<file path="src/rtl/scan_sequencer_16_pkg.sv">
// Shared constants and state encoding for the channel-scan sequencer.
package scan_pkg;

  localparam int NUM_CH = 16;
  localparam int SEL_W  = 4;

  typedef enum logic [0:0] {
    IDLE  = 1'b0,
    DWELL = 1'b1
  } scan_state_e;

endpackage

</file>
<file path="src/rtl/scan_sequencer_16_next_chan_finder.sv">
// Combinational search for the lowest enabled channel, either from channel 0
// or strictly above the current channel (no wrap-around within a pass).
module next_chan_finder
  import scan_pkg::*;
(
  input  logic [NUM_CH-1:0] mask_i,
  input  logic [SEL_W-1:0]  cur_i,
  input  logic              from_start_i,
  output logic [SEL_W-1:0]  nxt_o,
  output logic              found_o
);

  // Scan downward so the lowest qualifying channel is the last one written.
  always_comb begin
    nxt_o   = {SEL_W{1'b0}};
    found_o = 1'b0;
    for (int i = NUM_CH - 1; i >= 0; i--) begin
      if (mask_i[i] && (from_start_i || (i > int'(cur_i)))) begin
        nxt_o   = SEL_W'(i);
        found_o = 1'b1;
      end else begin
        nxt_o   = nxt_o;
        found_o = found_o;
      end
    end
  end

endmodule

</file>
<file path="src/rtl/scan_sequencer_16.sv">
// Channel-scan sequencer: steps a 4-bit select through the enabled channels of
// a latched mask, holding each for dwell+1 cycles, in one-shot or continuous mode.
module scan_sequencer_16
  import scan_pkg::*;
#(
  parameter int DWELL_W = 8
) (
  input  logic               clk,
  input  logic               rst_n,
  input  logic               start_i,
  input  logic               stop_i,
  input  logic               continuous_i,
  input  logic [NUM_CH-1:0]  chan_mask_i,
  input  logic [DWELL_W-1:0] dwell_i,
  output logic [SEL_W-1:0]   sel_o,
  output logic               sel_valid_o,
  output logic               busy_o,
  output logic               done_o,
  output logic               wrap_o
);

  scan_state_e        state_q, state_d;
  logic [SEL_W-1:0]   sel_q, sel_d;
  logic               sel_valid_q, sel_valid_d;
  logic               busy_q, busy_d;
  logic               done_q, done_d;
  logic               wrap_q, wrap_d;
  logic [DWELL_W-1:0] cnt_q, cnt_d;
  logic [DWELL_W-1:0] dwell_q, dwell_d;
  logic [NUM_CH-1:0]  mask_q, mask_d;

  logic [SEL_W-1:0]   above_nxt_s, first_nxt_s;
  logic               above_found_s, first_found_s;
  logic               expire_s;

  // Next channel above the current one within the latched mask.
  next_chan_finder u_above (
    .mask_i       (mask_q),
    .cur_i        (sel_q),
    .from_start_i (1'b0),
    .nxt_o        (above_nxt_s),
    .found_o      (above_found_s)
  );

  // First channel of the live mask, used at start and at each pass restart.
  next_chan_finder u_first (
    .mask_i       (chan_mask_i),
    .cur_i        ({SEL_W{1'b0}}),
    .from_start_i (1'b1),
    .nxt_o        (first_nxt_s),
    .found_o      (first_found_s)
  );

  assign expire_s = (cnt_q == dwell_q);

  // Next-state, counter and latch logic; outputs derive from the next state.
  always_comb begin
    state_d = state_q;
    sel_d   = sel_q;
    done_d  = 1'b0;
    wrap_d  = 1'b0;
    cnt_d   = cnt_q;
    dwell_d = dwell_q;
    mask_d  = mask_q;
    case (state_q)
      IDLE: begin
        if (start_i && first_found_s && !stop_i) begin
          mask_d  = chan_mask_i;
          dwell_d = dwell_i;
          sel_d   = first_nxt_s;
          cnt_d   = {DWELL_W{1'b0}};
          state_d = DWELL;
        end else if (start_i && !first_found_s) begin
          done_d = 1'b1;
        end else begin
          state_d = IDLE;
        end
      end
      DWELL: begin
        if (stop_i) begin
          state_d = IDLE;
        end else if (!expire_s) begin
          cnt_d = cnt_q + DWELL_W'(1);
        end else if (above_found_s) begin
          sel_d = above_nxt_s;
          cnt_d = {DWELL_W{1'b0}};
        end else if (!continuous_i) begin
          done_d  = 1'b1;
          state_d = IDLE;
        end else if (first_found_s) begin
          // Pass restart: the live mask and dwell take effect only here.
          mask_d  = chan_mask_i;
          dwell_d = dwell_i;
          sel_d   = first_nxt_s;
          cnt_d   = {DWELL_W{1'b0}};
          wrap_d  = 1'b1;
        end else begin
          mask_d  = chan_mask_i;
          dwell_d = dwell_i;
          done_d  = 1'b1;
          state_d = IDLE;
        end
      end
      default: begin
        state_d = IDLE;
      end
    endcase
    sel_valid_d = (state_d == DWELL);
    busy_d      = (state_d == DWELL);
  end

  // State, datapath and registered outputs.
  always_ff @(posedge clk or negedge rst_n) begin
    if (!rst_n) begin
      state_q     <= IDLE;
      sel_q       <= {SEL_W{1'b0}};
      sel_valid_q <= 1'b0;
      busy_q      <= 1'b0;
      done_q      <= 1'b0;
      wrap_q      <= 1'b0;
      cnt_q       <= {DWELL_W{1'b0}};
      dwell_q     <= {DWELL_W{1'b0}};
      mask_q      <= {NUM_CH{1'b0}};
    end else begin
      state_q     <= state_d;
      sel_q       <= sel_d;
      sel_valid_q <= sel_valid_d;
      busy_q      <= busy_d;
      done_q      <= done_d;
      wrap_q      <= wrap_d;
      cnt_q       <= cnt_d;
      dwell_q     <= dwell_d;
      mask_q      <= mask_d;
    end
  end

  assign sel_o       = sel_q;
  assign sel_valid_o = sel_valid_q;
  assign busy_o      = busy_q;
  assign done_o      = done_q;
  assign wrap_o      = wrap_q;

endmodule

</file>
<file path="config.mk">
export PLATFORM = sky130hd
export DESIGN_NAME = scan_sequencer_16
export DESIGN_NICKNAME = d
export VERILOG_FILES = /design/src/rtl/scan_sequencer_16_pkg.sv /design/src/rtl/scan_sequencer_16_next_chan_finder.sv /design/src/rtl/scan_sequencer_16.sv
export SDC_FILE = /design/constraint.sdc
export NUM_CORES = 1
export LEC_CHECK = 0
export CORE_MARGIN = 1.5
export CORE_UTILIZATION = 39
export CTS_BUF_LIST = sky130_fd_sc_hd__clkbuf_4
export DETAILED_ROUTE_END_ITERATION = 6
export SETUP_SLACK_MARGIN = 0.5
export SKIP_CTS_REPAIR_TIMING = 1
export SLEW_MARGIN = 20
export SYNTH_ARGS = -nofsm -noshare
export SYNTH_HDL_FRONTEND = slang
export SYNTH_SLANG_ARGS = --single-unit
</file>
<file path="constraint.sdc">
create_clock -name clk -period 3.15 [get_ports clk]
set_clock_uncertainty 0.15 [all_clocks]
set_input_delay 0.4725 -clock clk [delete_from_list [all_inputs] [get_ports clk]]
set_output_delay 0.4725 -clock clk [all_outputs]
set_load 0.05 [all_outputs]
</file>
# After elaboration in Yosys (flattened, before gate mapping)
# Cells that the tools add are included.
totals:
  reg_bits: 39
  inputBits: 29
  elab_cells: 164
op_classes:
  n_addsub: 1
  magnitude_cmp: 15
  n_eq_ne: 10
  muxes: 107
  n_bitwise: 1
  n_reduce_logical: 23
op_table:
  columns: ["operator", "n"]
  rows:
  - ["2-to-1 mux 4 bit", 37]
  - ["2-to-1 mux 8 bit", 11]
  - ["2-to-1 mux 16 bit", 5]
  - ["2-to-1 mux 1 bit", 48]
  - ["> comparator 4 bit (first input constant)", 8]
  - ["case mux 16 bit (2 select lines)", 1]
  - ["case mux 8 bit (2 select lines)", 2]
  - ["logical AND 1 bit", 18]
  - ["> comparator 3 x 4 -> 1 bit (first input constant)", 4]
  - ["AND reduction 5 bit", 2]
  - ["adder 8 x 1 -> 8 bit (second input constant)", 1]
  - ["== test 8 bit", 1]
  - ["> comparator 2 x 4 -> 1 bit (first input constant)", 2]
  - ["!= test 2 bit (second input constant)", 4]
  - ["!= test 4 bit (second input constant)", 2]
  - ["case mux 4 bit (2 select lines)", 1]
  - ["> comparator 1 x 4 -> 1 bit (first input constant)", 1]
  - ["case mux 1 bit (2 select lines)", 2]
  - ["AND reduction 4 bit", 1]
  - ["!= test 3 x 1 -> 1 bit (second input constant)", 1]
  - ["!= test 3 x 2 -> 1 bit (second input constant)", 1]
  - ["logical NOT 1 bit", 2]
  - ["!= test 2 x 1 -> 1 bit (second input constant)", 1]
  - ["inverter 1 bit", 1]

# Longest topological paths before layout
depth:
  word_depth: 22
  mapped_depth: 8
  mapped_depth_nobuf: 6

# Hierarchy
# From an unflattened synthesis, not the netlist that was laid out.
hier_totals:
  cells_unflattened: 423
  area_unflattened_um2: 3592.2
by_module_without_submodules:
  columns: ["module", "instances", "cells_each", "area_per_inst_um2", "seq_area_each_um2"]
  rows:
  - ["scan_sequencer_16", 1, 259, 2556.2, 975.9]
  - ["next_chan_finder", 2, 82, 518.0, 0.0]

# Worst setup path after synthesis
# No wires, ideal clock.
synth_path:
  kind: "register to register"
  start: "reg sel_q[1], in the netlist sel_o[1]"
  end: "reg mask_q[10]"
  setup_ps: 125
  t_arrival_ps: 2688
  t_required_ps: 2875
  path_slack_ps: 187
  stages_incl_launch_ff: 9
  path_buffers: 2
  path_cell_list: "dfrtp_1 > buf_2 > or4b_1 > o21ai_1 > or4b_4 > o31ai_2 > o21a_1 > buf_4 > mux2_2"
synth_via:
  elab_chain_len: 19
synth_lines:
  columns: ["element", "line_no", "text"]
  rows:
  - ["from (decl)", "scan_sequencer_16.sv:23", "logic [SEL_W-1:0] sel_q, sel_d;"]
  - ["from (signal assigned)", "scan_sequencer_16.sv:116", "sel_q <= {SEL_W{1'b0}};"]
  - ["from (signal assigned)", "scan_sequencer_16.sv:126", "sel_q <= sel_d;"]
  - ["> comparator 4 bit", "scan_sequencer_16_next_chan_finder.sv:18", "if (mask_i[i] && (from_start_i || (i > int'(cur_i)))) begin"]
  - ["logical AND 1 bit", "scan_sequencer_16_next_chan_finder.sv:18", null]
  - ["2-to-1 mux 1 bit (14 in series)", "scan_sequencer_16_next_chan_finder.sv:18", null]
  - ["2-to-1 mux 1 bit (*)", "scan_sequencer_16_next_chan_finder.sv:18", null]
  - ["!= test 2 bit (no source line) (*)", null, null]
  - ["AND reduction 5 bit (no source line) (*)", null, null]
  - ["to (signal assigned)", "scan_sequencer_16.sv:123", "mask_q <= {NUM_CH{1'b0}};"]
  - ["to (signal assigned)", "scan_sequencer_16.sv:133", "mask_q <= mask_d;"]
  - ["to (decl)", "scan_sequencer_16.sv:30", "logic [NUM_CH-1:0] mask_q, mask_d;"]
# Mark *: on every way between the ends. The rest lies on a longest branch, timed or not.
# A chain may end at the register's enable or synchronous reset.

# Worst setup path after layout
layout_path:
  start: "in start_i"
  end: "reg mask_q[15]"
layout_via:
  elab_chain_len: 4
layout_lines:
  columns: ["element", "line_no", "text"]
  rows:
  - ["from (decl)", "scan_sequencer_16.sv:10", "input logic start_i,"]
  - ["logical AND 1 bit (2 in series)", "scan_sequencer_16.sv:67", "if (start_i && first_found_s && !stop_i) begin"]
  - ["!= test 2 bit (no source line)", null, null]
  - ["AND reduction 5 bit (no source line)", null, null]
# No other way between the ends.

==> flow_metrics.py <==
metrics = {
    "status": {
        "status": "finished, final reports clean",
    },
    "grt": {
        "grt_use_total": 0.184,
        "grt_pass1_wl_mm": 10.3,
        "grt_max_degree": 39,
        "grt_antenna_before_repair": 0,
        "grt-ovfl-total": 0,
        "grt_pass1_vias": 2115,
    },
    "logic_synthesis": {
        "ys_warn_count": 0,
        "synthDistinctLibCells": 61,
        "avgSynthCellArea_um2": 9.66,
        "syn_area_um2": 2490,
        "ys_ff_latch": 38,
        "yosysTopAreaCellShare": 0.382,
        "ys_seq_area_frac": 0.382,
        "synthArstFlopShare": 1.00,
        "synth_top_area_cell": "dfrtp_1",
        "syn_inst": 258,
        "syn-num-nets": 288,
        "ys.flop_type": "dfrtp_1",
        "ys_top_cells_by_area": "dfrtp_1, mux2_1, mux2_2",
        "synth_edf_count": 0,
    },
    "power_and_ir_drop": {
        "peakVddDrop_mv": 0.275,
        "p_total_mw": 1.86,
        "power_density_nw_per_um2": 551,
        "leakage_nw": 1.53,
    },
    "sta": {
        "worst_slew_pin_slew_ns": 1.22,
        "rsz0062_at_grt": "no",
        "slew_viol_final": 0,
        "max_slew_margin": 0.177,
        "post-route-period-util": 0.834,
        "max_freq_ghz": 0.381,
        "setup_viol": 0,
        "period_minus_slack_ns": 2.63,
        "whs_ns": 0.0541,
        "hold_viol": 0,
    },
    "final_layout": {
        "final_cells": 412,
        "nFillCells": 553,
        "multi_input_area_um2": 1540,
        "fin_nets": 366,
        "final_cell_mix": "buf_4, dfrtp_1, nor2_1, clkdlybuf4s50_1",
        "syn2layout_area_growth_pct": 35.7,
        "seq_area_um2": 956,
        "final_common_cell": "buf_4",
        "drive_above_1_share": 0.273,
        "num_antenna_cells": 0,
    },
    "die": {
        "ioPinCount": 37,
        "core_area_um2": 6060,
        "die_h_um": 82.9,
        "fp.dieW_um": 82.9,
        "initial_utilization": 0.411,
        "fp-row-count": 28,
        "dieArea_um2": 6880,
    },
    "setup_path": {
        "start_kind": "primary input",
        "critPathArrivalTime_ns": 2.72,
        "worst_setup_path_end_kind": "flop",
        "reg2reg_from": "sel_o[0]$_DFFE_PN0P_",
        "r2r-end": "mask_q[15]$_DFFE_PN0P_",
        "worstPathCellList": "clkdlybuf4s50_1 -> inv_1 -> nor4b_1 -> o21a_4 -> mux2_1",
        "critPathRequiredTime_ns": 3.25,
        "critPathMaxStageDelay_ns": 1.02,
        "crit_slowest_cell": "nor4b_1",
        "crit_buf_inv": 2,
        "rrSetupSlack_ns": 0.55,
        "r2r_cells": 7,
        "cp_max_fo": 5,
        "path_class": "primary input to flop",
        "crit_family": "simple AND/OR/NAND/NOR gates",
    },
    "detailed_routing": {
        "wl_per_cell_um": 16.9,
        "vias": 2362,
        "dr.pass1.iters": 5,
        "antenna_left": 0,
        "remaining_drc_errors": 0,
        "drt-total-wl_mm": 6.96,
        "drt-initial-drc-count": 137,
        "viasPerCell": 5.73,
    },
    "place": {
        "finalWeightedCongestion": 0.792,
        "placed_cells": 383,
        "dp_hpwl_mm": 4.66,
        "io_buffers": 36,
    },
    "clock_tree": {
        "clk_pin_slew_ns": 0.13,
        "cts-htree-levels": 2,
        "cts_sinks": 38,
        "cts-buffers-inserted": 5,
        "tritoncts": "yes",
        "clk-insertion-delay-late_ns": 0.36,
        "root_buffer": "clkbuf_4",
        "cts_buffer_depth": 2,
    },
    "run": {
        "max_cap_violations": 0,
    },
    "worst_hold_path": {
        "min_path_type": "primary input to asynchronous set/reset pin",
    },
}
==> cells by family (layout without fill, tap and decap cells) <==
family | count (synthesis) | count (layout) | synth area share
AO/OA/AOI/OAI | 75 | 78 | 0.224
XOR/XNOR | 8 | 8 | 0.0281
adder cells (fa/ha/maj) | 1 | 1 | 0.00502
buffers and inverters | 21 | 97 | 0.0397
flip-flops | 38 | 38 | 0.382
multiplexers | 25 | 25 | 0.113
AND/OR/NAND/NOR | 90 | 90 | 0.208
==> sequential cells by signal, indices dropped and copies added, names as in the netlist <==
name,cells
dwell_q,8
mask_q,15
sel_o,4
wrap_o,1
busy_o,1
cnt_q,8
done_o,1
==> routing by layer <==
layer | vias up | track usage | share of wire
met2 | 61 | 0.317 | 0.51
li1 | 1129 | - | -
met1 | 1164 | 0.238 | 0.43
met5 | - | 0 | 0
met3 | 8 | 0.0318 | 0.045
met4 | 0 | 0.0470 | 0.016
==> Yosys cell counts (all sizes together) (3+ instances only) <==
library cell,number
a211oi,4
a21oi,11
and3,3
buf,8
clkbuf,4
dfrtp,38
inv,9
mux2,25
nand2,13
nand2b,10
nand3,7
nor2,21
nor2b,6
nor3,4
nor4,7
o21a,3
o21ai,19
o31ai,8
o41ai,4
or3,3
or4,5
xor2,8
==> area by class of cell <==
type                            count  area share
Tap cell                           75      0.0277
Clock buffer                        5      0.0111
Multi-Input combinational cell    202       0.456
Inverter                            9     0.00999
Timing Repair Buffer               80       0.206
Sequential cell                    38       0.283
Clock inverter                      3     0.00592
==> metrics by stage <==
step / instance area, µm² / TNS, ns / worst slack (ns) / util
2_1_floorplan: 2540 / 0 / 0.504 / -
3_3_place_gp: 3090 / -0.0593 / -0.0363 / 0.511
3_5_place_dp: 3090 / -0.222 / -0.0955 / 0.511
4_1_cts: 3150 / 0 / 0.194 / 0.520
5_1_grt: 3380 / 0 / 0.471 / 0.558
6_report: 3380 / 0 / 0.524 / 0.558
==> how the worst max path moves through the flow <==
| stage | start | endpoint | slack [ns] | cells after the start |
|---|---|---|---|---|
| detailed placement | chan_mask_i[7] | cnt_q[6]$_DFFE_PN0P_ | -0.1 | 8 |
| global route | cnt_q[7]$_DFFE_PN0P_ | mask_q[8]$_DFFE_PN0P_ | 0.47 | 7 |
| finish | start_i | mask_q[15]$_DFFE_PN0P_ | 0.52 | 5 |
| floorplan | sel_o[0]$_DFFE_PN0P_ | sel_o[0]$_DFFE_PN0P_ | 0.50 | 6 |
| CTS | sel_o[1]$_DFFE_PN0P_ | mask_q[10]$_DFFE_PN0P_ | 0.19 | 6 |
| global placement | chan_mask_i[7] | cnt_q[6]$_DFFE_PN0P_ | -0.04 | 8 |
==> report_power, final <==
group,switching [mW],internal [mW]
Clock,0.180,0.0872
Sequential,0.141,0.596
Combinational,0.437,0.422
Note: power is estimated with default switching activity, not from simulation.
